==> src/rtl/fault_filter_if.sv <==
// ============================================================================
// Module      : fault_filter_if
// Description : Wishbone register bus between a host and fault_filter.
// Revision    : 1.0 - initial release
// ============================================================================
`default_nettype none

interface fault_filter_if #(
    parameter int ADDR_WIDTH = 8
);
    logic [ADDR_WIDTH-1:0] wb_addr;
    logic [31:0]           wb_dat_i;
    logic [31:0]           wb_dat_o;
    logic                  wb_we;
    logic [3:0]            wb_sel;
    logic                  wb_stb;
    logic                  wb_ack;

    modport master (
        output wb_addr, wb_dat_i, wb_we, wb_sel, wb_stb,
        input  wb_dat_o, wb_ack
    );

    modport slave (
        input  wb_addr, wb_dat_i, wb_we, wb_sel, wb_stb,
        output wb_dat_o, wb_ack
    );
endinterface

`default_nettype wire

==> src/rtl/fault_filter.sv <==
// ============================================================================
// Module      : fault_filter
// Description : Synchronizes and debounces OCP/OVP/E-stop comparator pins
//               with per-channel run-length filters and glitch counters.
// Revision    : 1.0 - initial release
// ============================================================================
`default_nettype none

module fault_filter #(
    parameter int ADDR_WIDTH     = 8,
    parameter int FILTER_DEFAULT = 50
) (
    input  wire logic         clk,
    input  wire logic         rst,
    fault_filter_if.slave     bus,
    input  wire logic         pin_ocp,
    input  wire logic         pin_ovp,
    input  wire logic         pin_estop_n,
    output logic              fault_ocp,
    output logic              fault_ovp,
    output logic              estop_n
);
    // Idle level per channel: OCP/OVP low, E-stop (active low) high
    localparam logic [2:0]  c_INACTIVE = 3'b100;
    localparam logic [15:0] c_LEN_RST  = 16'(FILTER_DEFAULT);

    logic [ADDR_WIDTH-1:0] w_addr;
    logic [5:0]            w_reg;
    logic                  w_acc;
    logic                  w_wr;
    logic                  w_rd;
    logic                  w_glitch_clr;
    logic [2:0]            w_pin;
    logic [2:0]            w_s;
    logic [2:0]            w_f;
    logic [15:0]           w_len    [3];
    logic [7:0]            w_glitch [3];
    logic [31:0]           w_rdata;
    logic                  w_unused;

    logic [2:0]            r_ctrl;
    logic                  r_ack;
    logic [31:0]           r_dat;

    assign w_addr       = bus.wb_addr;
    assign w_reg        = w_addr[7:2];
    assign w_acc        = bus.wb_stb && !r_ack;
    assign w_wr         = w_acc && bus.wb_we;
    assign w_rd         = w_acc && !bus.wb_we;
    assign w_glitch_clr = w_wr && (w_reg == 6'h05);
    assign w_pin        = {pin_estop_n, pin_ovp, pin_ocp};
    assign w_unused     = &{1'b0, bus.wb_sel, w_addr, bus.wb_dat_i};

    for (genvar i = 0; i < 3; i++) begin : g_ch
        logic [1:0]  r_sync;
        logic        r_f;
        logic [15:0] r_cnt;
        logic [15:0] r_len;
        logic [7:0]  r_glitch;
        logic [16:0] w_run;
        logic [16:0] w_eff_len;
        logic        w_fast;
        logic        w_len_wr;

        assign w_len_wr  = w_wr && (w_reg == 6'(i + 1));
        assign w_eff_len = (r_len == 16'd0) ? 17'd1 : {1'b0, r_len};
        assign w_run     = {1'b0, r_cnt} + 17'd1;
        // Fast path looks at the first sync flop so f asserts together with s
        assign w_fast    = r_ctrl[i] && (r_sync[0] != c_INACTIVE[i]);

        always_ff @(posedge clk) begin
            if (rst) begin
                r_sync   <= {2{c_INACTIVE[i]}};
                r_f      <= c_INACTIVE[i];
                r_cnt    <= 16'd0;
                r_len    <= c_LEN_RST;
                r_glitch <= 8'd0;
            end else begin
                r_sync <= {r_sync[0], w_pin[i]};
                if (w_len_wr) begin
                    r_len <= bus.wb_dat_i[15:0];
                end
                if (r_sync[1] != r_f) begin
                    if (w_run >= w_eff_len) begin
                        r_f   <= r_sync[1];
                        r_cnt <= 16'd0;
                    end else begin
                        r_cnt <= w_run[15:0];
                    end
                end else begin
                    r_cnt <= 16'd0;
                end
                if (w_fast) begin
                    r_f   <= ~c_INACTIVE[i];
                    r_cnt <= 16'd0;
                end
                if (w_glitch_clr) begin
                    r_glitch <= 8'd0;
                end else if ((r_sync[1] == r_f) && (r_cnt != 16'd0) && (r_glitch != 8'hFF)) begin
                    r_glitch <= r_glitch + 8'd1;
                end
            end
        end

        assign w_s[i]      = r_sync[1];
        assign w_f[i]      = r_f;
        assign w_len[i]    = r_len;
        assign w_glitch[i] = r_glitch;
    end

    always_comb begin
        w_rdata = 32'd0;
        case (w_reg)
            6'h00: w_rdata[2:0]  = r_ctrl;
            6'h01: w_rdata[15:0] = w_len[0];
            6'h02: w_rdata[15:0] = w_len[1];
            6'h03: w_rdata[15:0] = w_len[2];
            6'h04: begin
                w_rdata[2:0] = w_s;
                w_rdata[6:4] = w_f;
            end
            6'h05: w_rdata[23:0] = {w_glitch[2], w_glitch[1], w_glitch[0]};
            default: w_rdata = 32'd0;
        endcase
    end

    always_ff @(posedge clk) begin
        if (rst) begin
            r_ctrl <= 3'd0;
            r_ack  <= 1'b0;
            r_dat  <= 32'd0;
        end else begin
            r_ack <= bus.wb_stb && !r_ack;
            if (w_wr && (w_reg == 6'h00)) begin
                r_ctrl <= bus.wb_dat_i[2:0];
            end
            if (w_rd) begin
                r_dat <= w_rdata;
            end
        end
    end

    assign bus.wb_ack   = r_ack;
    assign bus.wb_dat_o = r_dat;
    assign fault_ocp    = w_f[0];
    assign fault_ovp    = w_f[1];
    assign estop_n      = w_f[2];

endmodule

`default_nettype wire

==> src/flat_wrapper.sv <==
// flat-port wrapper written by rule: the top's interface ports become plain ports
module fault_filter_flat 
#(
    parameter int ADDR_WIDTH     = 8,
    parameter int FILTER_DEFAULT = 50
)
  (clk, rst, pin_ocp, pin_ovp, pin_estop_n, fault_ocp, fault_ovp, estop_n, bus_wb_addr, bus_wb_dat_i, bus_wb_we, bus_wb_sel, bus_wb_stb, bus_wb_dat_o, bus_wb_ack);
  fault_filter_if #(.ADDR_WIDTH(ADDR_WIDTH)) bus_i ();
  input  wire logic clk;
  input  wire logic rst;
  input  wire logic pin_ocp;
  input  wire logic pin_ovp;
  input  wire logic pin_estop_n;
  output logic fault_ocp;
  output logic fault_ovp;
  output logic estop_n;
  input wire logic [$bits(bus_i.wb_addr)-1:0] bus_wb_addr;
  input wire logic [$bits(bus_i.wb_dat_i)-1:0] bus_wb_dat_i;
  input wire logic [$bits(bus_i.wb_we)-1:0] bus_wb_we;
  input wire logic [$bits(bus_i.wb_sel)-1:0] bus_wb_sel;
  input wire logic [$bits(bus_i.wb_stb)-1:0] bus_wb_stb;
  output wire logic [$bits(bus_i.wb_dat_o)-1:0] bus_wb_dat_o;
  output wire logic [$bits(bus_i.wb_ack)-1:0] bus_wb_ack;
  assign bus_i.wb_addr = bus_wb_addr;
  assign bus_i.wb_dat_i = bus_wb_dat_i;
  assign bus_i.wb_we = bus_wb_we;
  assign bus_i.wb_sel = bus_wb_sel;
  assign bus_i.wb_stb = bus_wb_stb;
  assign bus_wb_dat_o = bus_i.wb_dat_o;
  assign bus_wb_ack = bus_i.wb_ack;
  fault_filter #(.ADDR_WIDTH(ADDR_WIDTH), .FILTER_DEFAULT(FILTER_DEFAULT)) u_core (.clk(clk), .rst(rst), .bus(bus_i), .pin_ocp(pin_ocp), .pin_ovp(pin_ovp), .pin_estop_n(pin_estop_n), .fault_ocp(fault_ocp), .fault_ovp(fault_ovp), .estop_n(estop_n));
endmodule
==> config.mk <==
export PLATFORM = sky130hd
export DESIGN_NAME = fault_filter_flat
export DESIGN_NICKNAME = d
export VERILOG_FILES = /design/src/rtl/fault_filter_if.sv /design/src/rtl/fault_filter.sv /design/src/flat_wrapper.sv
export SDC_FILE = /design/constraint.sdc
export NUM_CORES = 1
export LEC_CHECK = 0
export CAP_MARGIN = 15
export CORE_UTILIZATION = 57
export DETAILED_ROUTE_END_ITERATION = 7
export GPL_TIMING_DRIVEN = 0
export HOLD_SLACK_MARGIN = 0.06
export MAX_ROUTING_LAYER = met4
export PLACE_DENSITY = 0.8
export RECOVER_POWER = 100
export SLEW_MARGIN = 20
export SYNTH_ARGS = -nofsm -noshare
export SYNTH_HDL_FRONTEND = slang
export SYNTH_SLANG_ARGS = --single-unit
==> constraint.sdc <==
create_clock -name clk -period 4.1 [get_ports clk]
set_input_delay 0.82 -clock clk [delete_from_list [all_inputs] [get_ports clk]]
set_output_delay 0.82 -clock clk [all_outputs]
set_load 0.02 [all_outputs]
* Word-level counts from Yosys, hierarchy flattened *
Index checks and enable logic that the tools add are counted.

word-level totals
  register bits = 157
  bits of input ports = 51
  logic and storage cells = 101

cells by class
  add/subtract/negate cells = 6
  magnitude comparators = 3
  equal/unequal tests = 14
  mux-type cells = 17
  bitwise gates (word level) = 4
  reduce and logical (&&, ||, !) cells = 39

operators with widths
  operator                                                                number
  16-bit by 1-bit adder with 17-bit output (second input constant)        3
  17-bit greater-or-equal comparator                                      3
  16-bit zero test                                                        3
  16-bit 2-to-1 mux                                                       3
  16-bit nonzero test                                                     3
  9-bit one-hot mux with 4 select lines                                   1
  8-bit by 1-bit adder with 8-bit output (second input constant)          3
  8-bit != test (second input constant)                                   3
  3-bit one-hot mux with 6 select lines                                   1
  1-bit logical AND                                                       17
  3-bit one-hot mux with 5 select lines                                   1
  6-bit by 2-bit equality test with 1-bit output (second input constant)  2
  6-bit by 3-bit equality test with 1-bit output (second input constant)  2
  2-bit nonzero test                                                      6
  4-bit OR reduction                                                      3
  1-bit 2-to-1 mux                                                        9
  8-bit 2-to-1 mux                                                        1
  6-bit by 1-bit equality test with 1-bit output (second input constant)  1
  6-bit zero test                                                         1
  2-bit AND reduction                                                     3
  1-bit inverter                                                          4
  1-bit one-hot mux with 4 select lines                                   1
  1-bit equality test                                                     3
  1-bit != test                                                           3
  other kinds (2)                                                         3

* Logic depth before layout (Yosys ltp) *
  depth after elaboration = 6
  mapped depth = 13

* Least setup slack after synthesis *
No wires, ideal clock.

  kind = reg2reg
  start point = register u_core.g_ch[0].r_cnt[0]
  end point = register u_core.g_ch[0].r_cnt[11]
  setup time = 0.062 ns
  data arrival time = 3.008 ns
  data required time = 4.038 ns
  slack = 1.030 ns
  stages on the path, launching flop included = 14
  buffers on the path = 1
  clock period less this slack = 3.070 ns
  cell sequence = dfxtp_1 -> ha_1 -> nand3_1 -> nor3_2 -> nand2_1 -> xnor2_1 -> ha_1 -> a21o_1 -> a221o_1 -> a41oi_2 -> o211ai_1 -> or3_4 -> buf_6 -> nor2b_2

on the way
  word-level cells in the longest chain between the ends = 3

RTL lines
  element                                   line                source
  start, declared                           fault_filter.sv:57  logic [15:0] r_cnt;
  start signal, assigned                    fault_filter.sv:88  r_cnt <= w_run[15:0];
  16-bit by 1-bit adder with 17-bit output  fault_filter.sv:67  assign w_run = {1'b0, r_cnt} + 17'd1;
  via u_core.g_ch[0].w_run[14]              fault_filter.sv:60  logic [16:0] w_run;
  17-bit greater-or-equal comparator        fault_filter.sv:84  if (w_run >= w_eff_len) begin
  4-bit OR reduction (no line)              --

The timed path passes the listed nets, and every way through them passes these cells.
A chain may end at the register's enable or synchronous reset.

* Final worst setup path *
  start point = input bus_wb_addr[4]
  end point = register u_core.g_ch[0].r_len[13]

on the way
  word-level cells in the longest chain between the ends = 2

RTL lines
  element                                         line                source
  start, declared                                 flat_wrapper.sv:17  input wire logic [$bits(bus_i.wb_addr)-1:0] bus_wb_addr;
  6-bit by 1-bit equality test with 1-bit output  fault_filter.sv:65  assign w_len_wr = w_wr && (w_reg == 6'(i + 1));
  1-bit logical AND                               fault_filter.sv:65
  end signal, assigned                            fault_filter.sv:76  r_len <= c_LEN_RST;
  end signal, assigned                            fault_filter.sv:81  r_len <= bus.wb_dat_i[15:0];
  end, declared                                   fault_filter.sv:58  logic [15:0] r_len;

No other way between the ends.

==> impl_metrics.json <==
{
  "status": "complete, no violations",
  "crit_type": "input port to flop",
  "cp_data_required_time_ns": 4.46,
  "yosysWarnings": 0,
  "fp-row-count": 43,
  "yosysUniqueCellTypes": 66,
  "powerDensity_mw_per_mm2": 349.9,
  "leakage_nw": 3.737,
  "cts_hold_buffers": 0,
  "routabilityCongestion": 0.9633,
  "cts_setup_buffers": 0,
  "min_period_ns": 3.816,
  "die_width_microns": 121.4,
  "worstMarginPinSlew_ns": 1.437,
  "dp_hpwl_microns": 15770,
  "rsz0062_at_grt": "false",
  "grt_max_degree": 17,
  "setup_tns_ns": 0,
  "htree_levels": 4,
  "final_cell_mix": "dfxtp_1 (157), nand2_1 (149), a21oi_1 (66)",
  "hold_path.class": "flop to flop",
  "power_mw": 3.302,
  "vias": 7152,
  "root_buffer": "clkbuf_16",
  "cts.repair.resized": 0,
  "clockBufferDepth": 2,
  "synth_seq_area_share_pct": 38.69,
  "cts_tree": "done",
  "max_freq_mhz": 262.1,
  "drv_slew": 0,
  "fin_ws_ns": 0.2844,
  "hold_viol": 0,
  "start_util_pct": 58.52,
  "die_h_microns": 121.4,
  "setup-violations-final": 0,
  "final_common_cell": "dfxtp_1",
  "num_antenna_cells": 0,
  "cts_inserted_buffers": 17,
  "area_growth_pct": 16.19,
  "postLayoutCoreUtil_pct": 67.99,
  "ir_drop_mv": 0.3340,
  "fin_worst_skew_ns": 0.008788,
  "cts.sinks": 157,
  "fin_hold_ws_ns": 0.4540,
  "grt_pass1_vias": 6594,
  "period_share_pct": 93.06,
  "startpoint_type": "input port",
  "crit_fanout": 10,
  "wl_per_cell_microns": 16.97,
  "path_clk_slew_ns": 0.07,
  "end_kind": "flop",
  "fin_nets": 1141,
  "drt-pass1-iter-count": 7,
  "synth_edf_count": 0,
  "ys_seq_elements": 157,
  "dieArea_sq_mm": 0.01473,
  "wirelength_microns": 20810,
  "drive_gt1_share_pct": 6.883,
  "slew_headroom_pct": 3.313,
  "ys.flop_type": "dfxtp_1",
  "postSynth.asyncResetShare_pct": 0,
  "ioPinCount": 87,
  "post_synth.cell_area_avg_sq_um": 8.523,
  "clk_latency_ns": 0.44,
  "synth_cells": 953,
  "grt_antenna_before_repair": 0,
  "critPathArrivalTime_ns": 4.18,
  "place_ws_ns": 0.6315,
  "netlist_area_sq_mm": 0.008123,
  "grtUsageTotal_pct": 30.44,
  "max-cap-violations": 0,
  "antenna_left": 0,
  "coreArea_sq_mm": 0.01388,
  "vias_per_cell": 5.834,
  "grt_pass1_wl_microns": 33240,
  "io_buffers": 54,
  "grt-ovfl-total": 0,
  "drc_errors": 0,
  "drt_iter0_markers": 528
}
[synthesized netlist by cell type, types with 4 or more instances]
| cell type | instances | share of area [%] |
|---|---|---|
| o21ai_0 | 14 | 0.86 |
| a211oi_1 | 6 | 0.55 |
| buf_2 | 6 | 0.37 |
| nor2_1 | 56 | 2.6 |
| nor3_1 | 15 | 0.92 |
| inv_1 | 63 | 2.9 |
| and2_1 | 5 | 0.39 |
| nor2b_1 | 31 | 2.4 |
| nor2b_2 | 16 | 1.7 |
| nor4_1 | 14 | 1.1 |
| a21o_1 | 4 | 0.37 |
| xor2_1 | 23 | 2.5 |
| o211ai_1 | 5 | 0.46 |
| mux2i_1 | 4 | 0.49 |
| a22oi_1 | 9 | 0.83 |
| xnor2_1 | 40 | 4.3 |
| clkbuf_1 | 21 | 0.97 |
| a211o_1 | 6 | 0.65 |
| a21oi_1 | 66 | 4.1 |
| nand2_1 | 149 | 6.9 |
| a222oi_1 | 13 | 1.6 |
| nand4_1 | 21 | 1.6 |
| ha_1 | 57 | 8.8 |
| and4_1 | 4 | 0.43 |
| buf_4 | 12 | 1.1 |
| a22o_1 | 12 | 1.3 |
| or3_1 | 5 | 0.39 |
| dfxtp_1 | 157 | 39 |
| and3_1 | 14 | 1.1 |
| a31oi_1 | 4 | 0.31 |
| nand3_1 | 38 | 2.3 |
| nand2b_1 | 6 | 0.46 |
[final timing paths]
kind                                               from                  endpoint  slack, ns  cells past startpoint
worst max-delay path                     bus_wb_addr[4]  u_core.g_ch[0].r_len[13]       0.28                      9
worst min-delay path            u_core.bus.wb_dat_o[21]   u_core.bus.wb_dat_o[21]       0.45                      2
worst max register to register  u_core.g_ch[1].r_cnt[2]  u_core.g_ch[1].r_cnt[15]       0.34                     12
worst min register to register  u_core.bus.wb_dat_o[21]   u_core.bus.wb_dat_o[21]       0.45                      2
[critical path, stage by stage]
cell	delay, ns
dlygate4sd3_1	0.57
nor4_1	1.18
and2_0	0.24
clkbuf_1	0.27
and2_0	0.19
clkbuf_1	0.23
clkbuf_1	0.41
nand2_1	0.12
a21oi_1	0.14
[power by group]
part           switching, mW  total (mW)  internal, mW
sequential            0.0101        1.55          1.54
combinational         0.0904       0.147        0.0563
clock                  0.692        1.61         0.918
[logic make-up (layout without fill, tap and decap cells)]
group           Yosys count  in the layout  synth area share, %
xor+xnor                 63             63                6.793
mux                       6              6               0.9088
buf+inv                 108            194                5.946
fa+ha+maj                57             57                8.780
flops                   157            157                38.69
compound gates          162            162                13.80
simple gates            399            399                25.03
other cells               1              8              0.04617
[flip-flops by register name, indices dropped and copies added (netlist names)]
| name | flops |
|---|---|
| u_core.g_ch.r_sync | 6 |
| u_core.g_ch.r_len | 48 |
| u_core.estop_n | 1 |
| u_core.g_ch.r_cnt | 48 |
| u_core.r_ctrl | 3 |
| u_core.fault_ovp | 1 |
| u_core.bus.wb_dat_o | 24 |
| u_core.bus.wb_ack | 1 |
| u_core.fault_ocp | 1 |
| u_core.g_ch.r_glitch | 24 |
[layer usage]
layer / share of wire, % / track usage [%]
met2: 44 / 46.06
met3: 7.8 / 5.169
met1: 43 / 38.58
met4: 4.4 / 16.74
met5: 0 / -
[through the flow]
stage	cells	cell area (sq um)
2_1_floorplan	960	8149
3_3_place_gp	1194	8915
3_5_place_dp	1194	8915
4_1_cts	1226	9518
5_1_grt	1226	9438
6_report	1226	9438
[area by class of cell]
type                    count  area (sq um)
plain buffers              45         221.5
clock buffers              17         425.4
clock inverters            15         177.7
fillers                  1146          4443
inverters                  63         236.5
multi-input cells         695          4468
flip-flops and latches    157          3143
well taps                 180         225.2
repair buffers             54         540.5
(Power assumes the default switching activity.)
